$ cat config.mk
export PLATFORM = sky130hd
export DESIGN_NAME = instr_loader
export DESIGN_NICKNAME = d
export VERILOG_FILES = /design/src/rtl/instr_loader_pkg.sv /design/src/rtl/instr_loader_checksum.sv /design/src/rtl/instr_loader.sv
export SDC_FILE = /design/constraint.sdc
export NUM_CORES = 1
export LEC_CHECK = 0
export CAP_MARGIN = 20
export CELL_PAD_IN_SITES_DETAIL_PLACEMENT = 2
export CELL_PAD_IN_SITES_GLOBAL_PLACEMENT = 2
export CORE_MARGIN = 2
export CORE_UTILIZATION = 38
export CTS_BUF_LIST = sky130_fd_sc_hd__clkbuf_4 sky130_fd_sc_hd__clkbuf_8
export DETAILED_ROUTE_END_ITERATION = 8
export DONT_BUFFER_PORTS = 1
export GPL_ROUTABILITY_DRIVEN = 1
export PLACE_DENSITY_LB_ADDON = 0.1
export SLEW_MARGIN = 10
export SYNTH_ARGS = -nofsm -noshare
export SYNTH_HDL_FRONTEND = slang
export SYNTH_SLANG_ARGS = --single-unit
$ cat constraint.sdc
create_clock -name clk -period 1.9 [get_ports clk]
set_clock_uncertainty 0.2 [all_clocks]
set_input_delay 0.285 -clock clk [delete_from_list [all_inputs] [get_ports clk]]
set_output_delay 0.285 -clock clk [all_outputs]
set_load 0.005 [all_outputs]
$ cat src/rtl/instr_loader_pkg.sv
// Shared types and widths for the instruction loader.
// Holds the FSM state encoding and the byte, length and instruction-word widths.
package instr_loader_pkg;

    localparam int unsigned BYTE_W = 8;
    localparam int unsigned LEN_W  = 16;
    localparam int unsigned WORD_W = 16;

    typedef enum logic [2:0] {
        IDLE    = 3'd0,
        LEN_HI  = 3'd1,
        LEN_LO  = 3'd2,
        DATA_HI = 3'd3,
        DATA_LO = 3'd4,
        WRITE   = 3'd5,
        CHK     = 3'd6,
        DONE    = 3'd7
    } state_t;

endpackage

$ cat src/rtl/instr_loader_checksum.sv
// XOR accumulator over the image data bytes, used to check the trailing checksum.
// Present only when INSTR_LOADER_CHECKSUM_EN is defined.
// Ports: clk, rst (async active-low), clear (zero the accumulator),
//        strobe (fold data in this cycle), data (byte), acc (running XOR).
`ifdef INSTR_LOADER_CHECKSUM_EN
module loader_checksum
    import instr_loader_pkg::*;
(
    input  logic              clk,
    input  logic              rst,
    input  logic              clear,
    input  logic              strobe,
    input  logic [BYTE_W-1:0] data,
    output logic [BYTE_W-1:0] acc
);

    always_ff @(posedge clk or negedge rst) begin
        if (!rst) begin
            acc <= '0;
        end else if (clear) begin
            acc <= '0;
        end else if (strobe) begin
            acc <= acc ^ data;
        end
    end

endmodule
`endif

$ cat src/rtl/instr_loader.sv
// Byte-stream instruction loader: receives a big-endian 16-bit word count followed
// by that many big-endian instruction words and writes them to instruction memory
// at byte addresses 0, 2, 4, ... Words beyond depth N are consumed but not written.
// Optional trailing XOR checksum byte when INSTR_LOADER_CHECKSUM_EN is defined.
// Ports: clk, rst (async active-low), start (level request),
//        rx_data/rx_valid/rx_ready (byte stream handshake),
//        wr_en/wr_addr/wr_data (memory write port),
//        busy, done, overflow, chk_err (status; done/overflow/chk_err sticky).
module instr_loader
    import instr_loader_pkg::*;
#(
    parameter int unsigned N  = 16,
    parameter int unsigned AW = 16
) (
    input  logic              clk,
    input  logic              rst,
    input  logic              start,
    input  logic [BYTE_W-1:0] rx_data,
    input  logic              rx_valid,
    output logic              rx_ready,
    output logic              wr_en,
    output logic [AW-1:0]     wr_addr,
    output logic [WORD_W-1:0] wr_data,
    output logic              busy,
    output logic              done,
    output logic              overflow,
    output logic              chk_err
);

`ifdef INSTR_LOADER_CHECKSUM_EN
    localparam state_t END_STATE = CHK;
`else
    localparam state_t END_STATE = DONE;
`endif

    state_t            state;
    state_t            state_nx;
    logic [LEN_W-1:0]  remaining;
    logic [LEN_W-1:0]  idx;
    logic [BYTE_W-1:0] hi_byte;
    logic              accept_c;
    logic              start_c;
    logic              in_range_c;

    assign accept_c   = rx_valid && rx_ready;
    assign start_c    = start && ((state == IDLE) || (state == DONE));
    assign in_range_c = 32'(idx) < N;

    // State register
    always_ff @(posedge clk or negedge rst) begin
        if (!rst) begin
            state <= IDLE;
        end else begin
            state <= state_nx;
        end
    end

    // Next-state logic
    always_comb begin
        state_nx = state;
        case (state)
            IDLE:    if (start) state_nx = LEN_HI;
            LEN_HI:  if (accept_c) state_nx = LEN_LO;
            LEN_LO: begin
                if (accept_c) begin
                    if ({remaining[LEN_W-1:BYTE_W], rx_data} == '0) state_nx = END_STATE;
                    else                                           state_nx = DATA_HI;
                end
            end
            DATA_HI: if (accept_c) state_nx = DATA_LO;
            DATA_LO: if (accept_c) state_nx = WRITE;
            // remaining is decremented on leaving WRITE, so one left means last word
            WRITE:   state_nx = (remaining != LEN_W'(1)) ? DATA_HI : END_STATE;
            CHK:     if (accept_c) state_nx = DONE;
            DONE:    if (start) state_nx = LEN_HI;
            default: state_nx = IDLE;
        endcase
    end

    // Status outputs registered from the next state so they track the state register
    always_ff @(posedge clk or negedge rst) begin
        if (!rst) begin
            rx_ready <= 1'b0;
            busy     <= 1'b0;
            done     <= 1'b0;
        end else begin
            rx_ready <= (state_nx == LEN_HI) || (state_nx == LEN_LO) || (state_nx == DATA_HI)
                     || (state_nx == DATA_LO) || (state_nx == CHK);
            busy     <= (state_nx != IDLE) && (state_nx != DONE);
            done     <= (state_nx == DONE);
        end
    end

    // Length capture, word assembly and memory write; the write strobe is raised as
    // the low byte is accepted so it is visible during the WRITE cycle.
    always_ff @(posedge clk or negedge rst) begin
        if (!rst) begin
            remaining <= '0;
            idx       <= '0;
            hi_byte   <= '0;
            wr_en     <= 1'b0;
            wr_addr   <= '0;
            wr_data   <= '0;
            overflow  <= 1'b0;
        end else begin
            wr_en <= 1'b0;
            if (start_c) begin
                remaining <= '0;
                idx       <= '0;
                overflow  <= 1'b0;
            end else begin
                case (state)
                    LEN_HI:  if (accept_c) remaining[LEN_W-1:BYTE_W] <= rx_data;
                    LEN_LO:  if (accept_c) remaining[BYTE_W-1:0] <= rx_data;
                    DATA_HI: if (accept_c) hi_byte <= rx_data;
                    DATA_LO: begin
                        if (accept_c) begin
                            if (in_range_c) begin
                                wr_en   <= 1'b1;
                                wr_addr <= AW'({idx, 1'b0});
                                wr_data <= {hi_byte, rx_data};
                            end else begin
                                overflow <= 1'b1;
                            end
                        end
                    end
                    WRITE: begin
                        idx       <= idx + LEN_W'(1);
                        remaining <= remaining - LEN_W'(1);
                    end
                    default: ;
                endcase
            end
        end
    end

`ifdef INSTR_LOADER_CHECKSUM_EN
    logic [BYTE_W-1:0] chk_acc;

    loader_checksum u_checksum (
        .clk    (clk),
        .rst    (rst),
        .clear  (start_c),
        .strobe (accept_c && ((state == DATA_HI) || (state == DATA_LO))),
        .data   (rx_data),
        .acc    (chk_acc)
    );

    // Compare the trailing byte against the accumulated XOR of all data bytes
    always_ff @(posedge clk or negedge rst) begin
        if (!rst) begin
            chk_err <= 1'b0;
        end else if (start_c) begin
            chk_err <= 1'b0;
        end else if ((state == CHK) && accept_c && (rx_data != chk_acc)) begin
            chk_err <= 1'b1;
        end
    end
`else
    assign chk_err = 1'b0;
`endif

endmodule

Word-level counts from Yosys, hierarchy flattened
Cells that the tools add are included.

storage, ports and cells
  output and inout bits = 38
  flip-flop bits (word level) = 79
  input bits = 12

cells by class
  reductions and logical operators = 22
  $lt $le $gt $ge = 1
  bitwise gates (word level) = 1
  multiplexer cells = 23
  equal/unequal tests = 18
  add/sub/neg operators = 2

operators with widths
  operator                                                     number
  two-way mux 16 bit                                           3
  one-hot mux 8 bit (2 select lines)                           2
  two-way mux 3 bit                                            8
  == test 3 bit, second input constant                         7
  one-hot mux 3 bit (7 select lines)                           1
  adder 16 x 1 -> 16 bit, second input constant                1
  logical NOT 16 bit                                           1
  less-than comparator 16 x 5 -> 1 bit, second input constant  1
  inequality test 16 x 1 -> 1 bit, second input constant       1
  subtractor 16 x 1 -> 16 bit, second input constant           1
  == test 3 x 2 -> 1 bit, second input constant                4
  inequality test 3 bit, second input constant                 3
  nonzero test 3 bit                                           3
  two-way mux 1 bit                                            8
  two-way mux 8 bit                                            1
  == test 3 x 1 -> 1 bit, second input constant                2
  AND reduction 3 bit                                          2
  nonzero test 2 bit                                           3
  logical OR 1 bit                                             5
  AND reduction 2 bit                                          2
  AND reduction 4 bit                                          1
  logical AND 1 bit                                            3
  logical NOT 3 bit                                            1
  inequality test 2 bit, second input constant                 1
  other kinds (2)                                              2

Logic depth before layout (Yosys ltp)
Gate-level depths: netlist of the first run.

  depth in word-level cells = 9
  mapped depth = 7
  depth with buffers taken out = 7

Worst setup path after synthesis of the first run
Ideal clock, no wire load.

  kind = reg-to-reg
  from = register state[1]
  to = register wr_data[0]
  setup time = 0.125 ns
  slack = 0.006 ns
  cell stages (with the launch flop) = 6
  arrival time = 1.569 ns
  cell sequence = dfrtp_1 nor2_1 nand2_1 nor2_2 buf_4 mux2_2

on the way
  word-level cells in the longest chain between the ends = 5
  elaborated cells on any way between the ends = 7

RTL lines
  item                                                       line                 text
  start, declared                                            instr_loader.sv:36   state_t state;
  start signal, assigned                                     instr_loader.sv:54   state <= state_nx;
  == test 3 bit / logical NOT 3 bit (equally long branches)  instr_loader.sv:46   assign start_c = start && ((state == IDLE) || (state == DONE));
  logical OR 1 bit                                           instr_loader.sv:46
  logical AND 1 bit                                          instr_loader.sv:46
  inverter 1 bit (no line)                                   -
  AND reduction 4 bit (no line) *                            -
  end signal, assigned                                       instr_loader.sv:121  wr_data <= {hi_byte, rx_data};
  end, declared                                              instr_loader.sv:23   output logic [WORD_W-1:0] wr_data,

Mark *: on every way between the ends. The rest lies on a longest branch, timed or not.
A chain may end at the register's enable or synchronous reset.

Worst setup path after layout of the first run
  from = register remaining[0]
  to = register remaining[11]

on the way
  word-level cells in the longest chain between the ends = 3

RTL lines
  item                                line                 text
  start, declared                     instr_loader.sv:38   logic [LEN_W-1:0] remaining;
  start signal, assigned by index     instr_loader.sv:113  LEN_HI: if (accept_c) remaining[LEN_W-1:BYTE_W] <= rx_data;
  start signal, assigned by index     instr_loader.sv:114  LEN_LO: if (accept_c) remaining[BYTE_W-1:0] <= rx_data;
  start signal, assigned              instr_loader.sv:129  remaining <= remaining - LEN_W'(1);
  subtractor 16 x 1 -> 16 bit         instr_loader.sv:129
  one-hot mux 8 bit (2 select lines)  instr_loader.sv:112  case (state)
  two-way mux 16 bit                  instr_loader.sv:107  if (start_c) begin

Every way passes these cells.

==> metrics.yaml, run 1 <==
final_cell_mix: "dfrtp_1 (77), buf_4 (57), nor2_1 (25)"
grt_pass1_wl_mm: 20.0
io_buffers: 0
regArea_um2: 1980
final_cell_area_um2: 5030
layout_setup_ws_ns: -0.128
violations: "negative hold slack, negative setup slack"
drc: 0
rows: 36
arrival_ns: 2.12
htree_num_levels: 3
max_cap_violations: 0
synth_cell_types: 50
clk_pin_slew_ns: 0.10
crit_fanout: 4
dieArea_um2: 10800
slowest_delay_ns: 0.44
total_power_mw: 7.13
rsz0062_at_grt: "yes"
antenna_found_initial: 0
num_vias: 3208
synth_async_sr_flop_share_pct: 100
die_x_um: 104
multi_input_area_um2: 1910
max-clock-path-buffers: 2
synthFlopType: "dfrtp_1"
r2r-start: "remaining[0]"
seq_area_frac_synth_pct: 52.1
period_share_pct: 107
post-dp-hpwl_mm: 8.09
cts_buffers: 9
place_area_um2: 4340
synth_compound_area_share_pct: 14.1
clk_latency_ns: 0.37
yosys.area.top_type: "dfrtp_1"
synth_area_leaders: "dfrtp_1 (52%), mux2_2 (8.3%), o21ai_0 (3.7%), a21oi_1 (3.2%), nor2_1 (2.6%)"
routed_via_density: 5.63
setup_tns_ns: -2.42
hp-class: "in -> async"
synth-edff-count: 0
totalWireLength_mm: 14.0
fin_util_pct: 51.7
ys_ff_latch: 79
grt_pass1_vias: 3512
synthesis.instances: 356
cp.required_ns: 1.99
first_pass_iters: 4
die_h_um: 104
syn_area_um2: 3790
wl_per_cell_um: 24.6
area_growth_pct: 32.7
leakagePower_nw: 2.26
n_antenna_cell: 0
fillCellCount: 968
design.portCount: 50
layout_min_cycle_time_ns: 2.03
core_area_um2: 9730
worstReg2RegEnd: "remaining[11]"
rr_worst_depth: 6
initial_utilization_pct: 39.0
fin_hold_ws_ns: -0.603
path_class: "reg -> reg"
synth_area_per_cell_um2: 10.7
power.density_nw_per_um2: 1420
synth_simple_gate_area_share_pct: 17.7
final_layout_size_suffix_gt1_share_pct: 35.0
slowest_stage: "dfrtp_1"
r2r_slack_ns: -0.13
grt.overflow.total: 0
max_freq_ghz: 0.493
drtAntennaViolNets: 0
synth_top_family_by_area: "simple AND/OR/NAND/NOR gates"
peakVddDrop_uv: 590
cts_hold_buf: 8
fin_nets: 447
cts.sinks: 79
outcome: "finished, violations left"
gp_congestion: 0.843
ys.warnings.count: 0
critPathTopFamily: "simple AND/OR/NAND/NOR gates"
drt_iter0_drc: 109
worst-path-buf-inv: 1
cp_cell_sequence: "buf_6 > or4_4 > or2_1 > nor3_2 > a21oi_1 > o21ai_0"
yosys.area.top_type_share_pct: 52.1
worst_pin_slew_ns: 0.525
hold_violations: 79
gr-usage-all-layers_pct: 23.9
final_common_cell: "dfrtp_1"
cts_root_buffer: "clkbuf_8"
synthMuxAreaShare_pct: 8.31
max_slew_margin_pct: 64.7
synthAdderAreaFrac_pct: 0.989
slew_viol_final: 0
grt_max_degree: 80
synth_xor_area_share_pct: 2.77
finalSetupViolations: 31
cp-start-kind: "flip-flop"
endpoint_kind: "flip-flop"
pre_cts_slack_ns: -0.108
cts_tree: "done"
[registers in the layout, indices dropped and copies added, names as in the netlist]
name and cells:
done 1, overflow 1, wr_addr 15, busy 1, idx 16, wr_en 1
remaining 16, wr_data 16, rx_ready 1, hi_byte 8, state 3
[cells by family (layout without fill, tap and decap cells)]
group	Yosys count	in the layout
flip-flops	79	79
other	1	2
AND/OR/NAND/NOR	128	128
adder cells (fa/ha/maj)	3	3
XOR/XNOR	12	12
multiplexers	28	28
buffers and inverters	22	102
AO/OA/AOI/OAI	83	83
[final cells by class]
cell class              instances  share of cell area [%]
clock buffers                   9                    2.46
multi-input cells             256                    37.9
clock inverters                 7                    1.71
well taps                     133                    3.31
flip-flops and latches         79                    39.3
repair buffers                 80                    14.8
inverters                       6                   0.447
[metrics by stage]
| stage | hold slack, ns | instances |
|---|---|---|
| after floorplan | -0.211 | 357 |
| after global placement | -0.208 | 535 |
| after detailed placement | -0.208 | 535 |
| after CTS | -0.615 | 562 |
| after global routing | -0.626 | 570 |
| final | -0.603 | 570 |
[repair_timing]
item,CTS,global route
hold endpoints to repair,106,79
pin swaps,2,7
cloned,0,3
buffers inserted,3,5
gates resized for setup,18,54
endpoints found under the setup margin,50,56
[routing by layer]
layer | track usage [%] | wire [µm]
met1 | 29.0 | 5670
met2 | 43.4 | 7600
met3 | 5.26 | 544
met4 | 5.21 | 215
met5 | 0 | 0
[worst register-to-register path: stages (launching register included)]
cell and delay, ns:
dfrtp_1 0.44, buf_6 0.14, or4_4 0.43, or2_1 0.30
nor3_2 0.20, a21oi_1 0.08, o21ai_0 0.16
[Yosys cell counts (3+ instances only)]
master,instances
nor4_1,9
clkbuf_8,3
nand3_1,11
ha_1,3
mux2_2,28
and3_1,5
inv_1,5
a21boi_0,3
buf_4,4
a21oi_1,24
nor2_1,26
nand2_1,25
nand4_1,4
xnor2_1,5
o21ai_0,28
a22oi_1,3
buf_2,6
or3_1,7
nor3_1,13
xor2_1,7
nor2b_1,11
dfrtp_1,79
and2_1,3
a32o_1,3
o211ai_1,4
[how the worst max path moves through the flow]
stage	startpoint	to	slack, ns	cells past startpoint
2_1_floorplan	state[1]	wr_data[0]	0.006	5
3_3_place_gp	idx[12]	wr_data[9]	-0.06	5
3_5_place_dp	remaining[0]	remaining[14]	-0.11	8
4_1_cts	remaining[7]	done	-0.07	4
5_1_grt	idx[7]	wr_data[14]	-0.22	5
6_report	remaining[0]	remaining[11]	-0.13	6
[where the power goes]
part | leakage [nW] | switching [mW] | internal, mW
Combinational | 1.11 | 1.62 | 1.53
Sequential | 1.04 | 0.452 | 2.13
Clock | 0.105 | 0.759 | 0.641
No activity file was read; power rests on OpenSTA's default activity.
==> run 2, diff against run 1 <==
--- a/config.mk
+++ b/config.mk
@@ -11,6 +11,7 @@
 export CORE_MARGIN = 2
 export CORE_UTILIZATION = 38
 export CTS_BUF_LIST = sky130_fd_sc_hd__clkbuf_4 sky130_fd_sc_hd__clkbuf_8
+export CTS_CLUSTER_DIAMETER = 120
 export DETAILED_ROUTE_END_ITERATION = 8
 export DONT_BUFFER_PORTS = 1
 export GPL_ROUTABILITY_DRIVEN = 1
==> results of run 2 <==
Final layout, timing and power as in run 1 (identical DEF).
